$ cat config.mk
export PLATFORM = sky130hd
export DESIGN_NAME = sar_search_32bit
export DESIGN_NICKNAME = d
export VERILOG_FILES = /design/src/rtl/sar_search_32bit.sv
export SDC_FILE = /design/constraint.sdc
export NUM_CORES = 1
export LEC_CHECK = 0
export BUFFER_PORTS_ARGS = -buffer_cell sky130_fd_sc_hd__buf_2
export CORE_MARGIN = 2
export CORE_UTILIZATION = 25
export CTS_CLUSTER_SIZE = 12
export DETAILED_ROUTE_END_ITERATION = 8
export GPL_TIMING_DRIVEN = 1
export PLACE_DENSITY_LB_ADDON = 0.12
export SETUP_SLACK_MARGIN = 0.1
export SLEW_MARGIN = 5
export SYNTH_ARGS = -nofsm -noshare
export SYNTH_HDL_FRONTEND = slang
export SYNTH_SLANG_ARGS = --single-unit
$ cat constraint.sdc
create_clock -name clk -period 4.27 [get_ports clk]
set_input_delay 1.281 -clock clk [delete_from_list [all_inputs] [get_ports clk]]
set_output_delay 1.281 -clock clk [all_outputs]
set_load 0.02 [all_outputs]
$ cat src/rtl/sar_search_32bit.sv
// Successive-approximation search controller: recovers an unknown operand A by
// driving trial values into an external comparator, one comparison per cycle.
module sar_search_32bit #(
    parameter int WIDTH = 32,
    parameter int STEPW = 6
) (
    input  logic             clk,
    input  logic             rst_n,
    input  logic             start,
    input  logic             cmp_greater,
    input  logic             cmp_equal,
    input  logic             cmp_less,
    output logic [WIDTH-1:0] trial,
    output logic             busy,
    output logic             done,
    output logic [WIDTH-1:0] result,
    output logic             early,
    output logic             err,
    output logic [STEPW-1:0] steps
);

    typedef enum logic [1:0] {IDLE, RUN, DONE} state_e;

    localparam logic [WIDTH-1:0] MSB = {1'b1, {(WIDTH-1){1'b0}}};

    state_e           state_q, state_d;
    logic [WIDTH-1:0] acc_q, acc_d;
    logic [WIDTH-1:0] mask_q, mask_d;
    logic [WIDTH-1:0] trial_q, trial_d;
    logic [WIDTH-1:0] result_q, result_d;
    logic [STEPW-1:0] steps_q, steps_d;
    logic             early_q, early_d;
    logic             err_q, err_d;

    logic             onehot;
    logic [WIDTH-1:0] acc_new;

    assign onehot  = ( cmp_greater & ~cmp_equal & ~cmp_less) |
                     (~cmp_greater &  cmp_equal & ~cmp_less) |
                     (~cmp_greater & ~cmp_equal &  cmp_less);
    // A > trial keeps the trial bit; A < trial drops it.
    assign acc_new = cmp_greater ? trial_q : acc_q;

    always_comb begin
        state_d  = state_q;
        acc_d    = acc_q;
        mask_d   = mask_q;
        trial_d  = trial_q;
        result_d = result_q;
        steps_d  = steps_q;
        early_d  = early_q;
        err_d    = err_q;
        unique case (state_q)
            IDLE, DONE: begin
                if (start) begin
                    state_d  = RUN;
                    acc_d    = '0;
                    mask_d   = MSB;
                    trial_d  = MSB;
                    steps_d  = '0;
                    result_d = '0;
                    early_d  = 1'b0;
                    err_d    = 1'b0;
                end else begin
                    state_d = IDLE;
                end
            end
            RUN: begin
                steps_d = steps_q + STEPW'(1);
                if (!onehot) begin
                    state_d  = DONE;
                    err_d    = 1'b1;
                    result_d = acc_q;
                end else if (cmp_equal) begin
                    state_d  = DONE;
                    early_d  = 1'b1;
                    result_d = trial_q;
                end else if (mask_q[0]) begin
                    state_d  = DONE;
                    result_d = acc_new;
                end else begin
                    mask_d  = mask_q >> 1;
                    acc_d   = acc_new;
                    trial_d = acc_new | (mask_q >> 1);
                end
            end
            default: state_d = IDLE;
        endcase
    end

    always_ff @(posedge clk or negedge rst_n) begin
        if (!rst_n) begin
            state_q  <= IDLE;
            acc_q    <= '0;
            mask_q   <= '0;
            trial_q  <= '0;
            result_q <= '0;
            steps_q  <= '0;
            early_q  <= 1'b0;
            err_q    <= 1'b0;
        end else begin
            state_q  <= state_d;
            acc_q    <= acc_d;
            mask_q   <= mask_d;
            trial_q  <= trial_d;
            result_q <= result_d;
            steps_q  <= steps_d;
            early_q  <= early_d;
            err_q    <= err_d;
        end
    end

    assign trial  = trial_q;
    assign busy   = (state_q == RUN);
    assign done   = (state_q == DONE);
    assign result = result_q;
    assign early  = early_q;
    assign err    = err_q;
    assign steps  = steps_q;

endmodule

==> results.toml <==
[global_routing]
grt_pass1_wl_mm = 28.6
grt_pass1_vias = 5238
grt_max_degree = 74
grt_util_all_layers_pct = 12.8
overflow = 0
grt_antenna_before_repair = 0

[critical_path]
endpoint_kind = "output port"
cp-start-kind = "flop"
crit_required_ps = 2990
arrival_ps = 1870
r2r_slack_ps = 1420
path_cells = "nand2b_2 > inv_2 > buf_2"
crit_path_max_fanout = 28
critPathKind = "flop to output port"
slowest_delay_ps = 490
cp_slowest_cell = "nand2b_2"

[power_and_ir_drop]
power_density_nw_per_um2 = 604
p_leak_uw = 0.00372
vdd_drop_max_mv = 0.294

[floorplan]
die_area_um2 = 28500
row_count = 60
initial_utilization_pct = 25.4
die_x_um = 169
core_um2 = 26800
die_h_um = 169
io_pins = 80

[yosys]
synth-async-reset-ratio_pct = 100
ys_seq_area_share_pct = 50.8
synth_area_um2 = 6800
yosysWarnings = 0
synth.avg_cell_area_um2 = 10.0
synth.distinct_cells = 42
synth-edff-count = 0
syn_nets = 684
synth-seq-cells = 138
ys.flop_type = "dfrtp_1"
synth_cells = 677

[sta]
post-route-min-period_ps = 3150
fin_skew_ps = 10.7
max_freq_mhz = 318
post-route-period-util_pct = 73.7
report.final.slew_viol_count = 0
hold_violations = 0
worst_slew_pin_slew_ps = 888
relSlewSlack_pct = 40.8
rsz0062_at_grt = "no"
setup_viol = 0
setup_slack_ps = 1120
final.setup.tns_ps = 0

[finish]
antennaDiodeCount = 0
drive_gt1_share_pct = 23.3
filler_cell_count = 2786
nNetsFinal = 750
area_growth_pct = 19.7

[place]
dpl_worst_slack_ps = 723
hpwl_mm = 11.3
io_buffers = 79
place.gp.congestion = 0.696

[clock_tree]
clk_latency_ps = 420
cts_max_path_buffers = 2
ctsHoldBuffers = 0
cts-root-buf = "clkbuf_16"
cts_tree = "yes"
numCtsBuffers = 17
clkTransAtPathRegs_ps = 60
h-tree-depth = 4
cts_resized = 0
cts_setup_buffers = 0
cts.sinks = 138

[detailed_routing]
vias = 5043
drc = 0
wl_per_cell_um = 16.1
routed_wl_mm = 17.6
avgViaCountPerCell = 4.61
drtAntennaViolNets = 0
drt_first_iter_violations = 241
drt-pass1-iter-count = 4

[status]
status = "finished, final reports clean"

[job]
max_cap_viol_count = 0

[hold_path]
hold_class = "flop to flop"
-- path summary, 6_finish.rpt --
kind / start / endpoint / cells after the start
min reg2reg: err / err / 1
min: err / err / 1
max reg2reg: state_q[1] / mask_q[0] / 6
max in group asynchronous: rst_n / mask_q[6] / 2
min in group asynchronous: rst_n / trial[23] / 1
max: state_q[1] / busy / 3
-- final cells by class --
type / count / area (um^2) / share of cell area (%)
well taps: 341 / 427 / 5.24
inverters: 36 / 138 / 1.69
clock inverters: 7 / 42.5 / 0.523
repair buffers: 93 / 569 / 7.00
multi-input cells: 457 / 3010 / 37.0
clock buffers: 23 / 498 / 6.12
flip-flops and latches: 138 / 3450 / 42.4
-- cells by family (layout without fill, tap and decap cells) --
group	Yosys count	count (layout)	share of synthesized area [%]
simple gates	215	215	12.7
flops	138	138	50.8
mux	125	125	19.5
compound gates	114	114	11.0
buf+inv	82	159	5.41
xor+xnor	2	2	0.368
fa+ha+maj	1	1	0.184
-- cells in the mapped netlist, types with 2 or more instances --
cell type	instances	share of area, %
a21o_1	32	3.5
a21oi_1	32	2.4
a22o_1	2	0.26
a31oi_1	31	2.9
buf_1	2	0.11
buf_2	15	1.1
buf_4	7	0.77
buf_6	2	0.33
clkbuf_1	20	1.1
dfrtp_1	138	51
inv_1	34	1.9
inv_2	2	0.11
mux2_1	21	3.5
mux2_2	41	6.8
mux2i_1	63	9.3
nand2_1	129	7.1
nand2b_1	2	0.18
nand3_1	2	0.15
nand4_1	3	0.28
nor2_1	70	3.9
nor2b_1	2	0.18
o21ai_0	7	0.52
-- registers in the layout (all words and copies together), names as in the netlist --
| name | cells |
|---|---|
| steps | 6 |
| err | 1 |
| state_q | 2 |
| early | 1 |
| result | 32 |
| mask_q | 32 |
| acc_q | 32 |
| trial | 32 |
-- metrics by stage --
stage | cells | power [uW] | util, % | instance area (um^2) | hold WS [ps]
2_1_floorplan | 677 | 2990 | - | 6800 | 466
3_3_place_gp | 1065 | 3590 | 28.3 | 7600 | 465
3_5_place_dp | 1065 | 3600 | 28.3 | 7600 | 472
4_1_cts | 1095 | 5000 | 30.4 | 8140 | 487
5_1_grt | 1095 | 5220 | 30.4 | 8140 | 506
6_report | 1095 | 4910 | 30.4 | 8140 | 481
-- power breakdown --
part	internal (uW)	switching (uW)	leakage (uW)
registers	1530	149	0.00186
clock network	809	559	0.000263
logic	645	1220	0.00159
-- placed cells by master, fill, tap and decap left out, types with 2 or more instances in the layout --
| cell | count |
|---|---|
| a21o_1 | 32 |
| a21oi_1 | 32 |
| a22o_1 | 2 |
| a31oi_1 | 31 |
| buf_12 | 5 |
| buf_2 | 78 |
| buf_4 | 9 |
| clkbuf_16 | 17 |
| clkbuf_8 | 5 |
| clkinv_2 | 4 |
| clkinvlp_4 | 3 |
| dfrtp_1 | 138 |
| inv_1 | 34 |
| mux2_1 | 21 |
| mux2_2 | 41 |
| mux2i_1 | 63 |
| nand2_1 | 129 |
| nand3_1 | 2 |
| nand4_1 | 3 |
| nor2_1 | 69 |
| nor2b_1 | 2 |
| nor3b_4 | 2 |
| o21ai_0 | 7 |
-- routing by layer --
metal	GRT usage [%]	wire length, um
met3	2.24	669
met1	16.4	8230
met2	21.5	8430
met4	4.65	255
met5	0	0
-- critical path, delay by kind of cell (launching register included) --
| kind | cells | cell delay [ps] |
|---|---|---|
| buf+inv | 2 | 520 |
| flops | 1 | 450 |
| simple gates | 1 | 490 |
(Power assumes the default switching activity.)
